File: src/rtl/controller_instruction_rom_loader.sv
// ---------------------------------------------------------------------------
// controller_instruction_rom_loader
//
// Purpose
//   Boot loader for the controller's dual-port instruction RAM, driving the
//   RAM's second Avalon-MM slave port (s2). A framed byte stream from the host
//   link is packed into little-endian 32-bit words, which are written from
//   word 0 upward. The image is then read back and its sum is compared with the
//   sum of the written words. The CPU is held in reset for the whole load.
//
//   Frame: LEN_LO, LEN_HI (N = word count), 4*N data bytes (LSB first),
//          4 checksum bytes (LSB first); checksum = sum of data words mod 2^32.
//
// Handshake
//   A byte moves on every rising clk edge where in_valid & in_ready are both
//   high. in_ready depends only on the registered state, never on in_valid, so
//   the source may hold in_valid low (stall) for any number of cycles.
//
// Ports
//   clk, reset      system clock; synchronous active-high reset
//   start           1-cycle arm pulse, honoured only in IDLE/DONE/ERROR
//   in_data/valid   stream byte and its valid
//   in_ready        loader can accept a byte this cycle
//   mem_*           Avalon-MM master to RAM port s2 (readdata 1 cycle latency)
//   cpu_hold        CPU reset request, high while the loader is busy
//   busy            high outside IDLE, DONE and ERROR
//   done / error    sticky result levels, cleared by the next start
//   err_code        0 none, 1 bad length, 2 checksum mismatch,
//                   3 readback mismatch
// ---------------------------------------------------------------------------
module controller_instruction_rom_loader #(
  parameter int ADDR_WIDTH = 13,
  parameter int DEPTH      = 8192
) (
  input  logic                  clk,
  input  logic                  reset,
  input  logic                  start,
  input  logic [7:0]            in_data,
  input  logic                  in_valid,
  output logic                  in_ready,
  output logic [ADDR_WIDTH-1:0] mem_address,
  output logic                  mem_chipsel,
  output logic                  mem_write,
  output logic [31:0]           mem_wdata,
  output logic [3:0]            mem_byteen,
  output logic                  mem_clken,
  input  logic [31:0]           mem_rdata,
  output logic                  cpu_hold,
  output logic                  busy,
  output logic                  done,
  output logic                  error,
  output logic [1:0]            err_code
);

  // One extra bit so the index can reach DEPTH without wrapping.
  localparam int          IDX_W   = ADDR_WIDTH + 1;
  localparam logic [16:0] DEPTH_W = 17'(DEPTH);

  typedef enum logic [2:0] {
    S_IDLE   = 3'd0,
    S_HDR0   = 3'd1,
    S_HDR1   = 3'd2,
    S_DATA   = 3'd3,
    S_CSUM   = 3'd4,
    S_VERIFY = 3'd5,
    S_DONE   = 3'd6,
    S_ERROR  = 3'd7
  } state_e;

  state_e                  state_q;
  logic [15:0]             len_q;
  logic [IDX_W-1:0]        idx_q;
  logic [1:0]              byte_cnt_q;
  logic [23:0]             pack_q;
  logic [31:0]             sum_w_q;
  logic [31:0]             sum_r_q;
  logic                    rd_issue_q;
  logic                    rd_last_q;
  logic                    cap_q;
  logic                    cap_last_q;
  logic [ADDR_WIDTH-1:0]   mem_address_q;
  logic                    mem_chipsel_q;
  logic                    mem_write_q;
  logic [31:0]             mem_wdata_q;
  logic                    done_q;
  logic                    error_q;
  logic [1:0]              err_code_q;

  logic                    in_state;
  logic                    accept;
  logic [31:0]             word_d;
  logic [15:0]             hdr_len_d;
  logic [31:0]             sum_r_d;
  logic                    idx_last;
  logic                    issue_more;

  assign in_state   = (state_q == S_HDR0) || (state_q == S_HDR1) ||
                      (state_q == S_DATA) || (state_q == S_CSUM);
  assign accept     = in_valid && in_state;
  // pack_q holds the three earlier bytes of the word, oldest in the low byte.
  assign word_d     = {in_data, pack_q};
  assign hdr_len_d  = {in_data, len_q[7:0]};
  assign sum_r_d    = sum_r_q + mem_rdata;
  assign idx_last   = (16'(idx_q) == (len_q - 16'd1));
  assign issue_more = (16'(idx_q) < len_q);

  always_ff @(posedge clk) begin
    if (reset) begin
      state_q       <= S_IDLE;
      len_q         <= '0;
      idx_q         <= '0;
      byte_cnt_q    <= '0;
      pack_q        <= '0;
      sum_w_q       <= '0;
      sum_r_q       <= '0;
      rd_issue_q    <= 1'b0;
      rd_last_q     <= 1'b0;
      cap_q         <= 1'b0;
      cap_last_q    <= 1'b0;
      mem_address_q <= '0;
      mem_chipsel_q <= 1'b0;
      mem_write_q   <= 1'b0;
      mem_wdata_q   <= '0;
      done_q        <= 1'b0;
      error_q       <= 1'b0;
      err_code_q    <= 2'd0;
    end else begin
      // Bus strobes are single-cycle unless re-asserted below.
      mem_chipsel_q <= 1'b0;
      mem_write_q   <= 1'b0;
      rd_issue_q    <= 1'b0;
      rd_last_q     <= 1'b0;
      // Read data arrives one cycle after the address is on the bus.
      cap_q         <= rd_issue_q;
      cap_last_q    <= rd_last_q;

      case (state_q)
        S_IDLE, S_DONE, S_ERROR: begin
          if (start) begin
            state_q    <= S_HDR0;
            done_q     <= 1'b0;
            error_q    <= 1'b0;
            err_code_q <= 2'd0;
            idx_q      <= '0;
            byte_cnt_q <= '0;
            sum_w_q    <= '0;
            sum_r_q    <= '0;
          end
        end

        S_HDR0: begin
          if (accept) begin
            len_q   <= {8'h00, in_data};
            state_q <= S_HDR1;
          end
        end

        S_HDR1: begin
          if (accept) begin
            len_q <= hdr_len_d;
            if ((hdr_len_d == 16'd0) || ({1'b0, hdr_len_d} > DEPTH_W)) begin
              state_q    <= S_ERROR;
              error_q    <= 1'b1;
              err_code_q <= 2'd1;
            end else begin
              state_q <= S_DATA;
            end
          end
        end

        S_DATA: begin
          if (accept) begin
            byte_cnt_q <= byte_cnt_q + 2'd1;
            if (byte_cnt_q == 2'd3) begin
              // Write register is separate from pack_q, so the next byte can
              // be accepted while this word is on the bus.
              mem_chipsel_q <= 1'b1;
              mem_write_q   <= 1'b1;
              mem_address_q <= idx_q[ADDR_WIDTH-1:0];
              mem_wdata_q   <= word_d;
              sum_w_q       <= sum_w_q + word_d;
              idx_q         <= idx_q + 1'b1;
              if (idx_last) begin
                state_q <= S_CSUM;
              end
            end else begin
              pack_q <= word_d[31:8];
            end
          end
        end

        S_CSUM: begin
          if (accept) begin
            byte_cnt_q <= byte_cnt_q + 2'd1;
            if (byte_cnt_q == 2'd3) begin
              if (word_d != sum_w_q) begin
                state_q    <= S_ERROR;
                error_q    <= 1'b1;
                err_code_q <= 2'd2;
              end else begin
                state_q <= S_VERIFY;
                idx_q   <= '0;
              end
            end else begin
              pack_q <= word_d[31:8];
            end
          end
        end

        S_VERIFY: begin
          if (issue_more) begin
            mem_chipsel_q <= 1'b1;
            mem_address_q <= idx_q[ADDR_WIDTH-1:0];
            rd_issue_q    <= 1'b1;
            rd_last_q     <= idx_last;
            idx_q         <= idx_q + 1'b1;
          end
          if (cap_q) begin
            sum_r_q <= sum_r_d;
            if (cap_last_q) begin
              if (sum_r_d == sum_w_q) begin
                state_q <= S_DONE;
                done_q  <= 1'b1;
              end else begin
                state_q    <= S_ERROR;
                error_q    <= 1'b1;
                err_code_q <= 2'd3;
              end
            end
          end
        end

        default: state_q <= S_IDLE;
      endcase
    end
  end

  assign in_ready    = in_state;
  assign busy        = (state_q != S_IDLE) && (state_q != S_DONE) &&
                       (state_q != S_ERROR);
  // The CPU is held for exactly the span the loader is busy.
  assign cpu_hold    = busy;
  assign mem_address = mem_address_q;
  assign mem_chipsel = mem_chipsel_q;
  assign mem_write   = mem_write_q;
  assign mem_wdata   = mem_wdata_q;
  assign mem_byteen  = 4'hF;
  assign mem_clken   = 1'b1;
  assign done        = done_q;
  assign error       = error_q;
  assign err_code    = err_code_q;

endmodule

File: config.mk
export PLATFORM = sky130hd
export DESIGN_NAME = controller_instruction_rom_loader
export DESIGN_NICKNAME = d
export VERILOG_FILES = /design/src/rtl/controller_instruction_rom_loader.sv
export SDC_FILE = /design/constraint.sdc
export NUM_CORES = 1
export LEC_CHECK = 0
export ABC_CLOCK_PERIOD_IN_PS = 4000
export CAP_MARGIN = 25
export CORE_MARGIN = 5
export CORE_UTILIZATION = 25
export CTS_BUF_LIST = sky130_fd_sc_hd__clkbuf_8
export DETAILED_ROUTE_END_ITERATION = 10
export PLACE_DENSITY = 0.45
export SLEW_MARGIN = 10
export SYNTH_ARGS = -nofsm -noshare
export SYNTH_HDL_FRONTEND = slang
export SYNTH_SLANG_ARGS = --single-unit
File: constraint.sdc
create_clock -name clk -period 4 [get_ports clk]
set_input_delay 0.6 -clock clk [delete_from_list [all_inputs] [get_ports clk]]
set_output_delay 0.6 -clock clk [all_outputs]
set_load 0.005 [all_outputs]
After elaboration in Yosys (flattened, before gate mapping). Index checks and enable logic that the tools add are counted. W data, S select, Z words.

Logic and storage cells: 160. Input bits: 44. Bits in registers: 178. Output and inout bits: 59.

Mux-type cells: 65. Equal/unequal tests: 30. Bitwise logic cells: 5. Order comparisons: 2. Reduce and logical (&&, ||, !) cells: 34. Add/sub/neg operators: 5.

Operators by type and width (number): $mux W32 (4); $pmux W32 S2 (2); $mux W14 (7); $add A32 B32 Y32 (2); $pmux W14 S4 (1); $mux W13 (3); $mux W3 (11); $eq A32 B32 Y1 (1); $mux W16 (2); $ne A32 B32 Y1 (1); $pmux W16 S2 (1); $pmux W13 S2 (1); $ne A2 B2 Y1 const B (12); $mux W2 (11); $reduce_and A10 Y1 (2); $pmux W3 S6 (1); $reduce_and A3 Y1 (6); $eq A14 B16 Y1 (1); $gt A16 B14 Y1 const B (1); $logic_not A16 Y1 (1); $lt A14 B16 Y1 (1); $mux W1 (16); $sub A16 B1 Y16 const B (1); $add A14 B1 Y14 const B (1); 23 further kinds (51).

Longest topological paths before layout. Gate-level depths: netlist of run 1.

Word-level depth: 7. Depth in mapped cells: 15. Depth with buffers taken out: 14.

Worst setup path after synthesis of run 1. Ideal clock, no wire load.

Path type: input to register. Start: in mem_rdata[0]. End: reg error_q, in the netlist error. Buffers on the path: 0. Stages: 14. Slack: 302 ps. Required time: 3885 ps. Arrival time: 3584 ps. Setup time: 115 ps. Path through: ha_1 > inv_1 > fa_1 > nand2b_1 > a21oi_2 > a221o_1 > o32a_4 > a21oi_4 > xnor3_1 > or4_4 > nor4_4 > nand4_1 > and2_4 > o21a_1.

Longest elaborated chain between the ends: 4.

RTL lines: from (decl) (RTL line 47) `input logic [31:0] mem_rdata,`; $add A32 B32 Y32 (RTL line 103) `assign sum_r_d = sum_r_q + mem_rdata;`; $eq A32 B32 Y1 (RTL line 221) `if (sum_r_d == sum_w_q) begin`; $ne A2 B2 Y1 (no line); $reduce_and A10 Y1 (no line); to (signal assigned) (RTL line 125) `error_q <= 1'b0;`; to (signal assigned) (RTL line 142) `error_q <= 1'b0;`; to (signal assigned) (RTL line 226) `error_q <= 1'b1;`; to (decl) (RTL line 86) `logic error_q;`.

No other way between the ends. A chain may end at the register's enable or synchronous reset.

Worst setup path after layout of run 1. Ends and elaborated chain as after synthesis.

==> results.md, run 1 <==
| Step | Parameter | Value |
| --- | --- | --- |
| floorplan | Die Area | 52000 sq um |
| global route | Highest-utilization routing layer at the global route stage | met2 |
| synthesis | Dominant cells by area after synthesis | dfxtp_1 (30%), ha_1 (8.5%), a21oi_1 (6.3%) |
| floorplan | Initial core utilization | 25.4% |
| cells and area | Final cell utilization of the core | 32.2% |
| cts | TritonCTS clock tree | done |
| timing | Hold Vio Cnt, Final | 0 |
| timing | Setup Total Neg Slack | 0 ns |
| setup path | Crit path launch type | input port |
| floorplan | Count of boundary I/O pins | 103 |
| drt | DRC violations left | 0 |
| worst hold path | Worst Hold Path Cells | 1 |
| floorplan | Number of placement rows | 79 |
| placed design | Placer's final routability congestion estimate | 0.855 |
| setup path | Critical path class | input port to flip-flop |
| synthesis | Proportion of synthesized chip area in sequential cells | 30.0% |
| power and ir drop | Power Total | 0.00493 W |
| power and ir drop | Leakage | 5.92 nW |
| drt | Vias after detailed routing | 11400 |
| synthesis | Mean cell area of the mapped netlist | 7.91 sq um |
| global route | GRT Resource Usage Total | 15.2% |
| synthesis | Count of different cell masters after synthesis | 82 |
| cts | Master cell of the clock root buffer | clkbuf_8 |
| cts | Clock slew at reported path FFs | 0.11 ns |
| timing | Max Clk Rate | 257 MHz |
| timing | Minimum clock period after layout | 3.89 ns |
| cells and area | Final instance count without filler cells | 2317 |
| timing | Setup skew after layout | 0.0221 ns |
| global route | Largest net degree at the start of global routing | 69 |
| status | Result of the run | finished, final reports clean |
| synthesis | Synth top cells by count | nand2_1 (189), dfxtp_1 (178), a21oi_1 (150), nor2_1 (133), ha_1 (81) |
| global route | Via count of the first global-routing pass | 11200 |
| synthesis | #FFs+latches synth | 178 |
| drt | Vias per cell | 4.92 |
| cells and area | Sequential Area | 3560 sq um |
| cells and area | Filler cell count | 5017 |
| cells and area | Area growth from synthesis to final layout | 26.6% |
| global route | Remaining global-route overflow | 0 |
| cts | Clock Latency Late Sink | 0.52 ns |
| placed design | Total instance count after detailed placement | 2283 |
| synthesis | Cell type contributing the most total cell area after synthesis | dfxtp_1 |
| synthesis | Syn Std Cell Area | 11900 sq um |
| cells and area | Area of the multi-input gates | 7890 sq um |
| synthesis | Count of mapped cells out of synthesis | 1501 |
| timing | Setup Viol. Count Final | 0 |
| global route | Met3 layer usage reported by global route | 2.19% |
| cts | Number of buffers created by CTS | 17 |
| timing | Worst-margin pin slew | 0.886 ns |
| synthesis | Synthesis Warnings | 0 |
| timing | Worst slew margin relative to its limit | 39.4% |
| timing | Final worst path period share | 97.3% |
| synthesis | Top_reg_cell synth | dfxtp_1 |
| cts | Depth of the CTS H-tree | 4 |
| synthesis | Share of flip-flops with an asynchronous set or reset | 0% |
| cells and area | Share of final-layout standard cells stronger than drive strength 1 | 14.6% |
| placed design | Post-detail-place hpwl | 31400 um |
| power and ir drop | Cell area power density | 328 nW/um^2 |
| setup path | Data arrival time of the critical path | 4.31 ns |
| drt | Avg WL per Cell | 17.5 um |
| cts | Max Root-Sink Buffers | 2 |
| floorplan | Core footprint | 46800 sq um |
| global route | Global-route wire length before repair | 64100 um |
| synthesis | Post-synth EDFFs | 0 |
| setup path | Worst setup EP type | flip-flop |
| global route | Met2 global-route usage | 24.0% |
| job | MaxCap Viol Count | 0 |
| synthesis | Top cell type's share of synthesized area | 30.0% |
| drt | DRT iter0 DRCs | 786 |
| floorplan | Die outline width | 228 um |
| placed design | Number of I/O port buffers | 97 |
| floorplan | Height of the chip | 228 um |
| synthesis | Cell with the most instances after synthesis | nand2_1 |
| worst hold path | Class of the most critical hold timing path | flip-flop to flip-flop |
| global route | Initial antenna violation count | 1 |
| setup path | Data required time of the critical path | 4.42 ns |
| setup path | Critical path fanouts, max | 4 |
| cells and area | Net count reported at finish | 1824 |
| cts | Clock sink count | 178 |
| setup path | Cells on worst reg2reg path | 14 |
| drt | Total Wirelength | 40600 um |
| power and ir drop | Maximum vdd drop | 0.000204 V |
| global route | Global-route met1 utilization | 22.1% |
| timing | Final Max Tran Viols | 0 |
| drt | First-pass DRT Iterations | 5 |
| drt | Post-detailed-route count of antenna-violating nets | 0 |
[power by group]
| part | internal (W) | total, W | leakage, nW | switching, W |
|---|---|---|---|---|
| Clock | 0.000574 | 0.00135 | 0.201 | 0.000777 |
| Combinational | 0.000666 | 0.00167 | 4.29 | 0.00100 |
| Sequential | 0.00183 | 0.00191 | 1.44 | 0.0000817 |
| Total | 0.00307 | 0.00493 | 5.92 | 0.00186 |
[sequential cells by signal (all words and copies together), names as in the netlist, 2 cells and up]
signal and count:
byte_cnt_q 2, err_code 2, idx_q 14, len_q 16
mem_address 13, mem_wdata 32, pack_q 24, state_q 3
sum_r_q 32, sum_w_q 32
[area by class of cell]
cell class	instances	area share, %
Multi-Input combinational cell	1191	52.5
Sequential cell	178	23.7
Timing Repair Buffer	267	15.0
Tap cell	607	5.05
Clock buffer	17	1.56
Clock inverter	14	1.15
Inverter	42	1.05
Antenna cell	1	0.0166
[worst max-delay path, cell delays in order]
cell	delay, ns
clkdlybuf4s50_1	0.41
ha_2	0.18
inv_2	0.06
fa_2	0.21
nand2b_4	0.14
a21oi_2	0.08
a221o_1	0.41
or2_4	0.30
a31oi_4	0.15
xnor3_1	0.23
or4_4	0.53
nor4_4	0.37
nand4_1	0.25
and2_4	0.22
o21a_1	0.16
[cell usage in the layout, fill, tap and decap left out, types with 25 or more instances in the layout]
cell	instances
ha_1	79
o21ai_0	45
clkdlybuf4s50_1	96
nand2b_1	27
nor3_1	25
nor2_1	132
a21oi_1	147
buf_4	169
nand3_1	44
nor2b_1	25
a21o_1	32
xnor2_1	65
a22oi_1	48
xor2_1	33
inv_1	41
nand2_1	189
dfxtp_1	178
[worst paths after layout]
path | end | from | slack, ns
min reg2reg | cap_q | rd_issue_q | 0.45
max reg2reg | error | sum_r_q[0] | 0.25
min | cap_q | rd_issue_q | 0.45
max | error | mem_rdata[0] | 0.11
[routing by layer]
metal  part of all wire [%]  routed length [um]
met5                      0                   0
met4                    1.2                 489
met3                    3.3                1340
met2                     44               17900
met1                     51               20800
[through the flow]
stage | setup slack (ns) | hold WS (ns) | instance area, sq um
after floorplan | 0.302 | 0.414 | 11900
after global placement | -0.523 | 0.416 | 14500
after detailed placement | -0.585 | 0.427 | 14500
after CTS | 0.00646 | 0.453 | 14900
after global routing | -0.0240 | 0.469 | 15000
final | 0.109 | 0.453 | 15000
[cells by family (layout without fill, tap and decap cells)]
logic type / Yosys count / after routing / synth area share (%)
AND/OR/NAND/NOR: 551 / 551 / 22.1
buffers and inverters: 136 / 340 / 4.67
multiplexers: 18 / 18 / 1.55
other: 1 / 6 / 0.0316
AO/OA/AOI/OAI: 426 / 426 / 23.6
XOR/XNOR: 108 / 108 / 9.13
adder cells (fa/ha/maj): 83 / 83 / 8.87
flip-flops: 178 / 178 / 30.0
[timing repair]
item	CTS	global route
pin swaps	0	13
hold buffers	0	0
setup endpoints to repair	1	5
setup buffers	0	1
resized for setup	1	23
No activity file was read; power rests on OpenSTA's default activity.
==> run 2, diff against run 1 <==
- SLEW_MARGIN: 10 -> not set
==> run 2 against run 1 <==
  * Global-route usage unchanged
  * Combinational power about the same
  * Core utilization about the same
  * Non-clock buffer count down 1
  * Critical path type unchanged
  * Largest cell class unchanged
==> results.md, run 2 (synthesized netlist as in run 1, its figures left out) <==
| Step | Parameter | Value |
| --- | --- | --- |
| setup path | Worst setup EP type | flip-flop |
| placed design | Placer's final routability congestion estimate | 0.855 |
| power and ir drop | Sequential fraction of design power | 38.8% |
| job | MaxCap Viol Count | 0 |
| setup path | Crit path launch type | input port |
| floorplan | Die Area | 52000 sq um |
| power and ir drop | Sw Ratio | 37.7% |
| power and ir drop | Switching power summed over all nets | 0.00186 W |
| placed design | Post-detail-place hpwl | 31400 um |
| timing | Final Max Tran Viols | 0 |
| cells and area | Area growth from synthesis to final layout | 26.6% |
| floorplan | Count of boundary I/O pins | 103 |
| global route | Global-route wire length before repair | 64100 um |
| global route | Largest net degree at the start of global routing | 69 |
| floorplan | Core footprint | 46800 sq um |
| power and ir drop | Combinational power share | 33.9% |
| placed design | Number of I/O port buffers | 97 |
| timing | Worst slew margin relative to its limit | 29.6% |
| cells and area | Share of final-layout standard cells stronger than drive strength 1 | 14.5% |
| drt | Vias per cell | 4.93 |
| timing | Hold Vio Cnt, Final | 0 |
| drt | Avg WL per Cell | 17.5 um |
| global route | GRT Resource Usage Total | 15.2% |
| cts | Clock slew at reported path FFs | 0.11 ns |
| cts | Hold_buf cts | 0 |
| timing | Post-layout worst setup margin | 0.106 ns |
| timing | Minimum clock period after layout | 3.89 ns |
| timing | Setup skew after layout | 0.0226 ns |
| setup path | Critical path class | input port to flip-flop |
| timing | Worst-margin pin slew | 1.05 ns |
| global route | Remaining global-route overflow | 0 |
| global route | Via count of the first global-routing pass | 11200 |
| drt | DRC violations left | 0 |
| power and ir drop | Leakage | 5.92 nW |
| floorplan | Die outline width | 228 um |
| power and ir drop | Clock network fraction of design power | 27.4% |
| cells and area | Filler cell count | 5017 |
| cts | Max Root-Sink Buffers | 2 |
| global route | Initial antenna violation count | 1 |
| power and ir drop | Maximum vdd drop | 0.000203 V |
| timing | Setup Viol. Count Final | 0 |
| cells and area | Top library cells by usage in the layout, fill and taps aside | nand2_1 (189), dfxtp_1 (178), buf_4 (169), a21oi_1 (147), nor2_1 (132) |
| timing | Setup Total Neg Slack | 0 ns |
| drt | Post-detailed-route count of antenna-violating nets | 0 |
| floorplan | Initial core utilization | 25.4% |
| drt | Vias after detailed routing | 11400 |
| cts | Depth of the CTS H-tree | 4 |
| floorplan | Height of the chip | 228 um |
| cts | Master cell of the clock root buffer | clkbuf_8 |
| setup path | Critical path fanouts, max | 4 |
| setup path | Data required time of the critical path | 4.42 ns |
| cts | Number of buffers created by CTS | 17 |
| placed design | Pre-CTS setup slack | -0.585 ns |
| cts | TritonCTS clock tree | done |
| cells and area | Most common cell after layout, fill and taps aside | nand2_1 |
| power and ir drop | Internal portion of total power | 0.00307 W |
| drt | Total Wirelength | 40500 um |
| drt | First-pass DRT Iterations | 5 |
| cells and area | Net count reported at finish | 1823 |
| timing | Hold slack final | 0.453 ns |
| timing | Final worst path period share | 97.4% |
| timing | Max Clk Rate | 257 MHz |
| floorplan | Number of placement rows | 79 |
| power and ir drop | Cell area power density | 328 nW/um^2 |
| drt | DRT iter0 DRCs | 782 |
| cts | Clock sink count | 178 |
| worst hold path | Class of the most critical hold timing path | flip-flop to flip-flop |
| setup path | Data arrival time of the critical path | 4.32 ns |
| status | Result of the run | finished, final reports clean |
| cts | Clock Latency Late Sink | 0.52 ns |
[run 2: changes by cell type in the layout (fill, tap and decap cells not counted)]
cell   delta
buf_2     -1
[run 2: final cells by class]
cell class                      instances  area [sq um]  area share [%]
Inverter                               42           158            1.05
Antenna cell                            1          2.50          0.0166
Clock inverter                         14           173            1.15
Multi-Input combinational cell       1191          7890            52.5
Tap cell                              607           759            5.05
Sequential cell                       178          3560            23.7
Timing Repair Buffer                  266          2250            15.0
Clock buffer                           17           234            1.56
[run 2: stage by stage]
step,util (%),instances,cell area (sq um),power [W]
after floorplan,-,1505,11900,0.00300
final,32.2,2316,15000,0.00493
after CTS,31.9,2314,14900,0.00500
after global placement,31.0,2283,14500,0.00360
after detailed placement,31.0,2283,14500,0.00362
after global routing,32.2,2316,15000,0.00524
[run 2: worst paths after layout]
kind,start,endpoint,slack [ns],depth (start not counted)
setup / recovery,mem_rdata[0],error,0.11,15
hold / removal,rd_issue_q,cap_q,0.45,1
setup reg to reg,sum_r_q[0],error,0.25,14
hold reg to reg,rd_issue_q,cap_q,0.45,1
[run 2: power by group through the flow]
stage          Combinational [W]  Clock [W]  Sequential (W)
2_1_floorplan            0.00109          0         0.00191
3_3_place_gp             0.00165          0         0.00195
3_5_place_dp             0.00166          0         0.00195
4_1_cts                  0.00167    0.00142         0.00191
5_1_grt                  0.00186    0.00146         0.00192
6_report                 0.00167    0.00135         0.00191
[run 2: routing by layer]
layer / track usage [%] / up-vias / part of all wire, %
met5: 0 / - / 0
met4: 3.69 / 0 / 1.4
met3: 2.19 / 34 / 3.2
met2: 24.0 / 206 / 44
met1: 22.1 / 5422 / 51
li1: - / 5766 / -
[run 2: critical path, cell delays in order]
cell             delay [ns]
clkdlybuf4s50_1        0.41
ha_2                   0.18
inv_2                  0.06
fa_2                   0.21
nand2b_4               0.14
a21oi_2                0.08
a221o_1                0.41
or2_4                  0.30
a31oi_4                0.15
xnor3_1                0.24
or4_4                  0.53
nor4_4                 0.37
nand4_1                0.25
and2_4                 0.22
o21a_1                 0.16
[run 2: timing repair]
| action | in CTS | in global routing |
|---|---|---|
| resized for setup | 1 | 23 |
| pin swaps | 0 | 13 |
| endpoints found under the setup margin | 1 | 5 |
| setup buffers | 0 | 1 |
